`src/rtl/ex_mem_skid.sv`:
```
// ex_mem_skid: registered two-entry skid buffer between the execute and memory stages.
// Carries {dest reg addr, result data, write enable} with valid/ready on both sides.
// ex_ready comes straight from a flop, so there is no combinational path from mem_ready.
// Optional feature macro: EX_MEM_PERF_CNT_EN adds the saturating stall_cnt port and counter.
// Ports:
//   clk, rst_n                        clock, asynchronous active-low reset
//   flush                             synchronous flush, drops held and incoming entries
//   ex_valid / ex_ready               upstream handshake (ex_ready registered)
//   w_reg_addr_in/data_in/en_in       upstream payload
//   mem_valid / mem_ready             downstream handshake
//   w_reg_addr_out/data_out/en_out    downstream payload (en gated by mem_valid)
//   stall_cnt                         ex stall cycles, saturating (EX_MEM_PERF_CNT_EN only)

`ifndef REG_ADDR_WIDTH
`define REG_ADDR_WIDTH 5
`endif
`ifndef REG_DATA_WIDTH
`define REG_DATA_WIDTH 32
`endif

module ex_mem_skid #(
   parameter int unsigned ADDR_W = `REG_ADDR_WIDTH,
   parameter int unsigned DATA_W = `REG_DATA_WIDTH
`ifdef EX_MEM_PERF_CNT_EN
   ,
   parameter int unsigned CNT_W  = 16
`endif
) (
   input  logic              clk,
   input  logic              rst_n,
   input  logic              flush,
   input  logic              ex_valid,
   output logic              ex_ready,
   input  logic [ADDR_W-1:0] w_reg_addr_in,
   input  logic [DATA_W-1:0] w_reg_data_in,
   input  logic              w_reg_en_in,
   output logic              mem_valid,
   input  logic              mem_ready,
   output logic [ADDR_W-1:0] w_reg_addr_out,
   output logic [DATA_W-1:0] w_reg_data_out,
   output logic              w_reg_en_out
`ifdef EX_MEM_PERF_CNT_EN
   ,
   output logic [CNT_W-1:0]  stall_cnt
`endif
);

   // State encoding is {skid_v, out_v}; 2'b10 cannot be reached.
   typedef enum logic [1:0] {
      ST_EMPTY = 2'b00,
      ST_ONE   = 2'b01,
      ST_FULL  = 2'b11
   } state_t;

   state_t              state_q, state_d;
   logic [ADDR_W-1:0]   skid_addr_q, skid_addr_d;
   logic [DATA_W-1:0]   skid_data_q, skid_data_d;
   logic                skid_en_q, skid_en_d;
   logic [ADDR_W-1:0]   out_addr_d;
   logic [DATA_W-1:0]   out_data_d;
   logic                out_en_d;
   logic                ex_ready_d;
   logic                accept;
   logic                pop;

   assign mem_valid = state_q[0];
   assign accept    = ex_valid & ex_ready;
   assign pop       = mem_valid & mem_ready;

   // State and payload registers; out_en is kept cleared whenever the OUT slot is empty.
   always_ff @(posedge clk or negedge rst_n) begin
      if (!rst_n) begin
         state_q        <= ST_EMPTY;
         ex_ready       <= 1'b1;
         w_reg_addr_out <= '0;
         w_reg_data_out <= '0;
         w_reg_en_out   <= 1'b0;
         skid_addr_q    <= '0;
         skid_data_q    <= '0;
         skid_en_q      <= 1'b0;
      end else begin
         state_q        <= state_d;
         ex_ready       <= ex_ready_d;
         w_reg_addr_out <= out_addr_d;
         w_reg_data_out <= out_data_d;
         w_reg_en_out   <= out_en_d;
         skid_addr_q    <= skid_addr_d;
         skid_data_q    <= skid_data_d;
         skid_en_q      <= skid_en_d;
      end
   end

   // Next-state and slot update; flush overrides every other event.
   always_comb begin
      state_d     = state_q;
      out_addr_d  = w_reg_addr_out;
      out_data_d  = w_reg_data_out;
      out_en_d    = w_reg_en_out;
      skid_addr_d = skid_addr_q;
      skid_data_d = skid_data_q;
      skid_en_d   = skid_en_q;

      case (state_q)
         ST_EMPTY: begin
            if (accept) begin
               out_addr_d = w_reg_addr_in;
               out_data_d = w_reg_data_in;
               out_en_d   = w_reg_en_in;
               state_d    = ST_ONE;
            end
         end
         ST_ONE: begin
            if (accept && pop) begin
               out_addr_d = w_reg_addr_in;
               out_data_d = w_reg_data_in;
               out_en_d   = w_reg_en_in;
            end else if (accept) begin
               skid_addr_d = w_reg_addr_in;
               skid_data_d = w_reg_data_in;
               skid_en_d   = w_reg_en_in;
               state_d     = ST_FULL;
            end else if (pop) begin
               out_en_d = 1'b0;
               state_d  = ST_EMPTY;
            end
         end
         ST_FULL: begin
            if (pop) begin
               out_addr_d = skid_addr_q;
               out_data_d = skid_data_q;
               out_en_d   = skid_en_q;
               state_d    = ST_ONE;
            end
         end
         default: begin
            out_en_d = 1'b0;
            state_d  = ST_EMPTY;
         end
      endcase

      if (flush) begin
         out_en_d = 1'b0;
         state_d  = ST_EMPTY;
      end

      ex_ready_d = (state_d != ST_FULL);
   end

`ifdef EX_MEM_PERF_CNT_EN
   // Saturating count of cycles ex offered a result that could not be taken.
   always_ff @(posedge clk or negedge rst_n) begin
      if (!rst_n) begin
         stall_cnt <= '0;
      end else if (ex_valid && !ex_ready && (stall_cnt != {CNT_W{1'b1}})) begin
         stall_cnt <= stall_cnt + CNT_W'(1);
      end
   end
`endif

endmodule

```
`config.mk`:
```
export PLATFORM = sky130hd
export DESIGN_NAME = ex_mem_skid
export DESIGN_NICKNAME = d
export VERILOG_FILES = /design/src/rtl/ex_mem_skid.sv
export SDC_FILE = /design/constraint.sdc
export NUM_CORES = 1
export LEC_CHECK = 0
export BUFFER_PORTS_ARGS = -buffer_cell sky130_fd_sc_hd__buf_2
export CAP_MARGIN = 40
export CORE_MARGIN = 2
export CORE_UTILIZATION = 45
export DETAILED_ROUTE_END_ITERATION = 6
export GPL_TIMING_DRIVEN = 1
export PLACE_DENSITY = 0.68
export SLEW_MARGIN = 30
export SYNTH_ARGS = -nofsm -noshare
export SYNTH_HDL_FRONTEND = slang
export SYNTH_SLANG_ARGS = --single-unit
```
`constraint.sdc`:
```
create_clock -name clk -period 2.55 [get_ports clk]
set_clock_uncertainty 0.1 [all_clocks]
set_input_delay 0.3825 -clock clk [delete_from_list [all_inputs] [get_ports clk]]
set_output_delay 0.3825 -clock clk [all_outputs]
set_load 0.01 [all_outputs]
```
==> results of run 1 <==
what timing repair did:
action	4_1_cts	5_1_grt
setup buffers	0	0
hold buffers	1	0
endpoints found under the hold margin	38	0
critical path, delay by kind of cell, from the launching register on:
| family | cells | cell delay (ns) |
|---|---|---|
| and+or+nand+nor | 1 | 0.42 |
| buffers and inverters | 2 | 0.43 |
| muxes | 1 | 0.29 |
| adders and majority gates | 1 | 0.29 |
| DFF | 1 | 0.43 |
logic make-up (layout without fill, tap and decap cells):
family,after synthesis,in the layout,synth area share
mux,112,112,0.372
buf+inv,16,108,0.0336
fa+ha+maj,5,5,0.0163
simple gates,13,13,0.0197
compound gates,11,11,0.0220
flops,79,79,0.536
per-layer routing:
layer,wire (um),vias to the layer above,GRT usage
met3,364,8,0.0607
li1,-,1018,-
met1,3150,1107,0.213
met2,3160,58,0.270
met5,0,-,0
met4,108,0,0.0447
cell type report:
class / instances / area, um^2
clock inverter: 3 / 65.1
clock buffer: 13 / 159
sequential: 79 / 1980
fill: 712 / 3660
inverter: 3 / 11.3
tap: 105 / 131
multi-input combinational: 141 / 1600
timing repair buffer: 89 / 493
sequential cells by signal, summed over array words and instances, names as in the netlist:
signal and cells:
skid_data_q 32, w_reg_data_out 32, skid_addr_q 5, w_reg_addr_out 5, state_q 2, ex_ready 1
skid_en_q 1, w_reg_en_out 1
placed cells by master, fill, tap and decap left out, types with 3 or more instances in the layout:
master / n
buf_2: 81
buf_4: 5
clkbuf_8: 11
dfrtp_1: 78
ha_1: 3
inv_1: 3
mux2_2: 82
mux2_4: 30
report_power, final:
part | internal [mW] | switching (mW)
Clock | 0.605 | 0.418
Sequential | 1.79 | 0.273
Combinational | 0.842 | 0.554
path summary, 6_finish.rpt:
kind / end / slack [ns]
worst max-delay path: skid_data_q[26] / 0.48
worst min-delay path: w_reg_en_out / 0.11
worst max register to register: skid_data_q[26] / 0.48
worst min register to register: skid_addr_q[3] / 0.40
max in group asynchronous: skid_data_q[15] / 1.29
min in group asynchronous: w_reg_data_out[0] / 0.47
through the flow:
| stage | power (mW) | cell area [um^2] |
|---|---|---|
| after detailed placement | 3.50 | 4200 |
| after CTS | 4.55 | 4430 |
| after floorplan | 3.05 | 3690 |
| after global routing | 4.79 | 4430 |
| after global placement | 3.43 | 4200 |
| final | 4.48 | 4430 |
synth_stat cells:
master / n / area share
and2_2: 1 / 0.0020
o211ai_1: 1 / 0.0020
nand3_1: 1 / 0.0014
or2_2: 1 / 0.0017
a22o_2: 2 / 0.0054
clkbuf_1: 3 / 0.0031
dfrtp_1: 78 / 0.53
ha_1: 4 / 0.014
maj3_1: 1 / 0.0027
a22oi_1: 1 / 0.0020
buf_2: 6 / 0.0081
or3_1: 1 / 0.0017
o21ai_0: 2 / 0.0027
nor2_1: 2 / 0.0020
o31a_2: 1 / 0.0027
mux2_4: 30 / 0.12
inv_1: 3 / 0.0031
dfstp_2: 1 / 0.0071
nand2_2: 2 / 0.0034
o21a_1: 1 / 0.0020
nand3b_1: 1 / 0.0020
buf_12: 3 / 0.016
nand2b_1: 1 / 0.0017
a22o_1: 1 / 0.0024
mux2_2: 82 / 0.25
and2_1: 1 / 0.0017
buf_6: 1 / 0.0031
nand2_1: 2 / 0.0020
a21oi_1: 2 / 0.0027
==> qor.csv, run 1 <==
stage,metric,value,unit
critical_path,critical_path.cell_chain,inv_1 -> ha_1 -> nand3_2 -> buf_12 -> mux2_2,
sta,period_needed,2.07,ns
clock_network,path_clk_slew,0.07,ns
run,drv_cap,0,
hold_path,min_path_type,input port to flop,
critical_path,slowest_stage,dfrtp_1,
critical_path,rr_startpoint,state_q[1],
power_and_ir_drop,leakagePower,2.09,nW
clock_network,clk_latency,0.34,ns
layout,finalNonFillerCells,433,
sta,report.final.slew_viol_count,0,
clock_network,htreeDepth,3,
global_routing,grt_antenna_before_repair,0,
global_routing,grt_max_degree,41,
floorplanning,fp.dieH,94.6,um
critical_path,path_max_fanout,24,
routing,num_vias,2191,
global_routing,grt_usage,0.167,
sta,tightest_slew,0.544,ns
sta,whs,0.108,ns
power_and_ir_drop,vdd_drop_max,0.447,mV
place,pre_cts_ws,0.445,ns
clock_network,clockRootBuffer,clkbuf_8,
floorplanning,coreArea,8090,um^2
floorplanning,num_rows,33,
logic_synthesis,yosysSeqAreaShare,0.536,
critical_path,cpPeakStageDelay,0.43,ns
logic_synthesis,synth_cell_type_count,29,
sta,period_share,0.813,
place,numPortBuffers,82,
sta,rsz0062_at_grt,false,
logic_synthesis,syn_area_per_cell,15.6,um^2
critical_path,reg2regPathDepth,5,
layout,final_nets,370,
sta,setup_viol,0,
routing,ant_nets,0,
hold_path,hp-start,flush,
layout,area_delta_synth_final,20.1,%
logic_synthesis,synth_cells,236,
clock_network,cts_tree,yes,
place,place_inst,416,
sta,setup_slack,0.477,ns
clock_network,cts.sinks,79,
global_routing,grt_pass1_wl,11.4,mm
global_routing,overflow,0,
place,post-dp-hpwl,4.63,mm
floorplanning,start_util,0.456,
place,place.gp.congestion,0.775,
routing,initialDrtViolationCount,85,
routing,routed_wl,6.79,mm
floorplanning,dieArea,8940,um^2
layout,layout-drive-gt1-share,0.683,
critical_path,crit_path_start_kind,flop,
logic_synthesis,syn-cell-area,3690,um^2
floorplanning,ios,83,
floorplanning,die_w,94.6,um
sta,timing.fmax,482,MHz
critical_path,endpoint_kind,flop,
power_and_ir_drop,power.density,1010,nW/um^2
routing,drc,0,
logic_synthesis,ys_ff_latch,79,
sta,relSlewSlack,0.637,
critical_path,cp.required,2.67,ns
clock_network,cts_max_path_buffers,2,
logic_synthesis,synth_warnings,0,
sta,hold_viol_final,0,
routing,drtPass1Iterations,4,
layout,antennaDiodeCount,0,
logic_synthesis,syn_nets,283,
critical_path,cp.arrival,2.20,ns
global_routing,grt_pass1_vias,2260,
status,status,"complete, no violations",
routing,via_per_inst,5.06,
clock_network,ctsResizeCount,0,
routing,wl_per_cell,15.7,um
critical_path,startpoint,state_q[1],
clock_network,numCtsBuffers,9,
layout,finish.utilization,0.548,
critical_path,critPathKind,flop to flop,
hold_path,hold_depth,2,
sta,final.setup.tns,0,ns
Power figures use the tool's default switching activity.
==> run 2: changes to the inputs <==
--- a/config.mk
+++ b/config.mk
@@ -11,7 +11,7 @@
 export CORE_UTILIZATION = 45
 export DETAILED_ROUTE_END_ITERATION = 6
 export GPL_TIMING_DRIVEN = 1
-export PLACE_DENSITY = 0.68
+export PLACE_DENSITY = 0.71
 export SLEW_MARGIN = 30
 export SYNTH_ARGS = -nofsm -noshare
 export SYNTH_HDL_FRONTEND = slang
==> constraint.sdc (replaced) <==
create_clock -name clk -period 1.8 [get_ports clk]
set_clock_uncertainty 0.1 [all_clocks]
set_input_delay 0.27 -clock clk [delete_from_list [all_inputs] [get_ports clk]]
set_output_delay 0.27 -clock clk [all_outputs]
set_load 0.01 [all_outputs]
==> qor.csv, run 2 (same netlist as run 1, synthesis figures left out) <==
stage,metric,value,unit,change
floorplanning,num_rows,33,,unchanged
critical_path,crit_path_start_kind,flop,,
sta,period_needed,1.89,ns,-0.183 ns
routing,via_per_inst,4.98,,-1.6%
clock_network,htreeDepth,3,,unchanged
critical_path,critPathKind,flop to flop,,
clock_network,clockRootBuffer,clkbuf_8,,
global_routing,grt_antenna_before_repair,0,,unchanged
critical_path,startpoint,ex_ready,,
power_and_ir_drop,leakagePower,2.21,nW,+5.6%
layout,reg.largest.list,"skid_data_q x32, w_reg_data_out x32",,
routing,ant_nets,0,,unchanged
routing,routed_wl,7.16,mm,+5.5%
layout,final_nets,387,,+4.6%
routing,initialDrtViolationCount,67,,-21%
global_routing,grt_usage,0.167,,about the same
sta,tightest_slew,0.312,ns,-0.233 ns
global_routing,overflow,0,,unchanged
layout,layout-drive-gt1-share,0.719,,+0.0359
critical_path,rr_startpoint,ex_ready,,
critical_path,reg2regPathDepth,6,,+1
global_routing,grt_pass1_wl,11.3,mm,-0.43%
critical_path,cp.required,1.93,ns,-0.74 ns
place,place_inst,427,,+2.6%
clock_network,cts_tree,yes,,
sta,timing.fmax,529,MHz,+9.7%
floorplanning,coreArea,8090,um^2,unchanged
layout,layout_common_cells,"mux2_2, buf_2, dfrtp_1",,
clock_network,cts_max_path_buffers,2,,unchanged
sta,setup_slack,-0.0897,ns,-0.567 ns
place,post-dp-hpwl,4.76,mm,+2.7%
sta,setup_viol,38,,+38
routing,drc,0,,unchanged
critical_path,cp.arrival,2.02,ns,-0.18 ns
status,violations,negative setup slack,,
status,status,"finished, violations left",,
run,drv_cap,0,,unchanged
layout,final_common_cell,mux2_2,,
global_routing,use_met3,0.0431,,-0.0176
sta,hold_viol_final,0,,unchanged
hold_path,hp-start,w_reg_data_in[23],,
sta,period_share,1.05,,+0.237
critical_path,path_max_fanout,9,,-63%
place,numPortBuffers,82,,unchanged
layout,antennaDiodeCount,0,,unchanged
clock_network,clk_latency,0.35,ns,about the same
floorplanning,start_util,0.456,,unchanged
clock_network,numCtsBuffers,9,,unchanged
hold_path,hold_depth,2,,unchanged
clock_network,path_clk_slew,0.09,ns,+0.02 ns
floorplanning,dieArea,8940,um^2,unchanged
global_routing,use_met2,0.270,,unchanged
global_routing,grt_max_degree,42,,+2.4%
sta,report.final.slew_viol_count,0,,unchanged
layout,finalNonFillerCells,450,,+3.9%
routing,drtPass1Iterations,4,,unchanged
global_routing,grt_pass1_vias,2350,,+4.0%
sta,rsz0062_at_grt,true,,
layout,area_delta_synth_final,27.0,%,
routing,wl_per_cell,15.9,um,+1.5%
critical_path,endpoint_kind,flop,,
hold_path,min_path_type,input port to flop,,
global_routing,busiest_layer,met2,,
routing,num_vias,2241,,+2.3%
floorplanning,die_w,94.6,um,unchanged
clock_network,cts.sinks,79,,unchanged
place,place.gp.congestion,0.873,,+13%
power_and_ir_drop,power.density,1390,nW/um^2,+38%
sta,relSlewSlack,0.792,,+0.155
place,pre_cts_ws,-0.0950,ns,-0.540 ns
power_and_ir_drop,vdd_drop_max,0.605,mV,+35%
layout,finish.utilization,0.579,,+0.0312
floorplanning,fp.dieH,94.6,um,unchanged
global_routing,grt_util_met1,0.210,,-0.00272
floorplanning,ios,83,,unchanged
[run 2: cell type report]
cell class | count | area [um^2]
Clock buffer | 10 | 138
Clock inverter | 6 | 75.1
Fill cell | 696 | 3410
Inverter | 3 | 11.3
Multi-Input combinational cell | 141 | 1630
Sequential cell | 79 | 1980
Tap cell | 105 | 131
Timing Repair Buffer | 106 | 724
[run 2: worst max-delay path, stage by stage, from the launching register on]
cell       delay, ns
dfstp_2         0.55
nand2_2         0.07
a22o_1          0.25
nand3b_1        0.17
buf_6           0.16
clkbuf_16       0.18
mux2_4          0.29
[run 2: routing by layer]
| layer | part of all wire | wire length (um) | up-vias |
|---|---|---|---|
| met5 | 0 | 0 | - |
| met4 | 0.015 | 104 | 0 |
| met3 | 0.052 | 371 | 6 |
| met2 | 0.48 | 3460 | 57 |
| met1 | 0.45 | 3220 | 1120 |
| li1 | - | - | 1058 |
[run 2: timing repair]
item	4_1_cts	5_1_grt
endpoints found under the hold margin	22	0
cloned	0	3
hold buffers	2	0
setup buffers	0	2
setup endpoints to repair	38	46
resized for setup	3	10
[run 2: final timing paths]
check                                     endpoint  slack [ns]
worst max-delay path            w_reg_data_out[27]       -0.09
worst max register to register  w_reg_data_out[27]       -0.09
worst min-delay path               skid_data_q[23]        0.06
max in group asynchronous          skid_data_q[17]        0.80
worst min register to register     skid_data_q[11]        0.41
min in group asynchronous        w_reg_data_out[8]        0.27
[run 2: per-stage QoR]
stage / instance area, um^2 / power [mW] / setup TNS (ns) / hold slack, ns
6_report: 4690 / 6.52 / -2.49 / 0.0579
5_1_grt: 4690 / 6.95 / -4.52 / 0.0397
4_1_cts: 4550 / 6.43 / -2.27 / 0.0410
3_5_place_dp: 4310 / 4.99 / -2.86 / 0.0910
3_3_place_gp: 4310 / 4.90 / -1.87 / 0.0911
2_1_floorplan: 3710 / 4.32 / -2.53 / -0.126
[run 2: where the power goes]
part	internal, mW	switching [mW]	leakage [nW]
combinational	1.37	0.840	1.17
clock	0.703	0.699	0.106
sequential	2.54	0.369	0.931
total	4.61	1.91	2.21
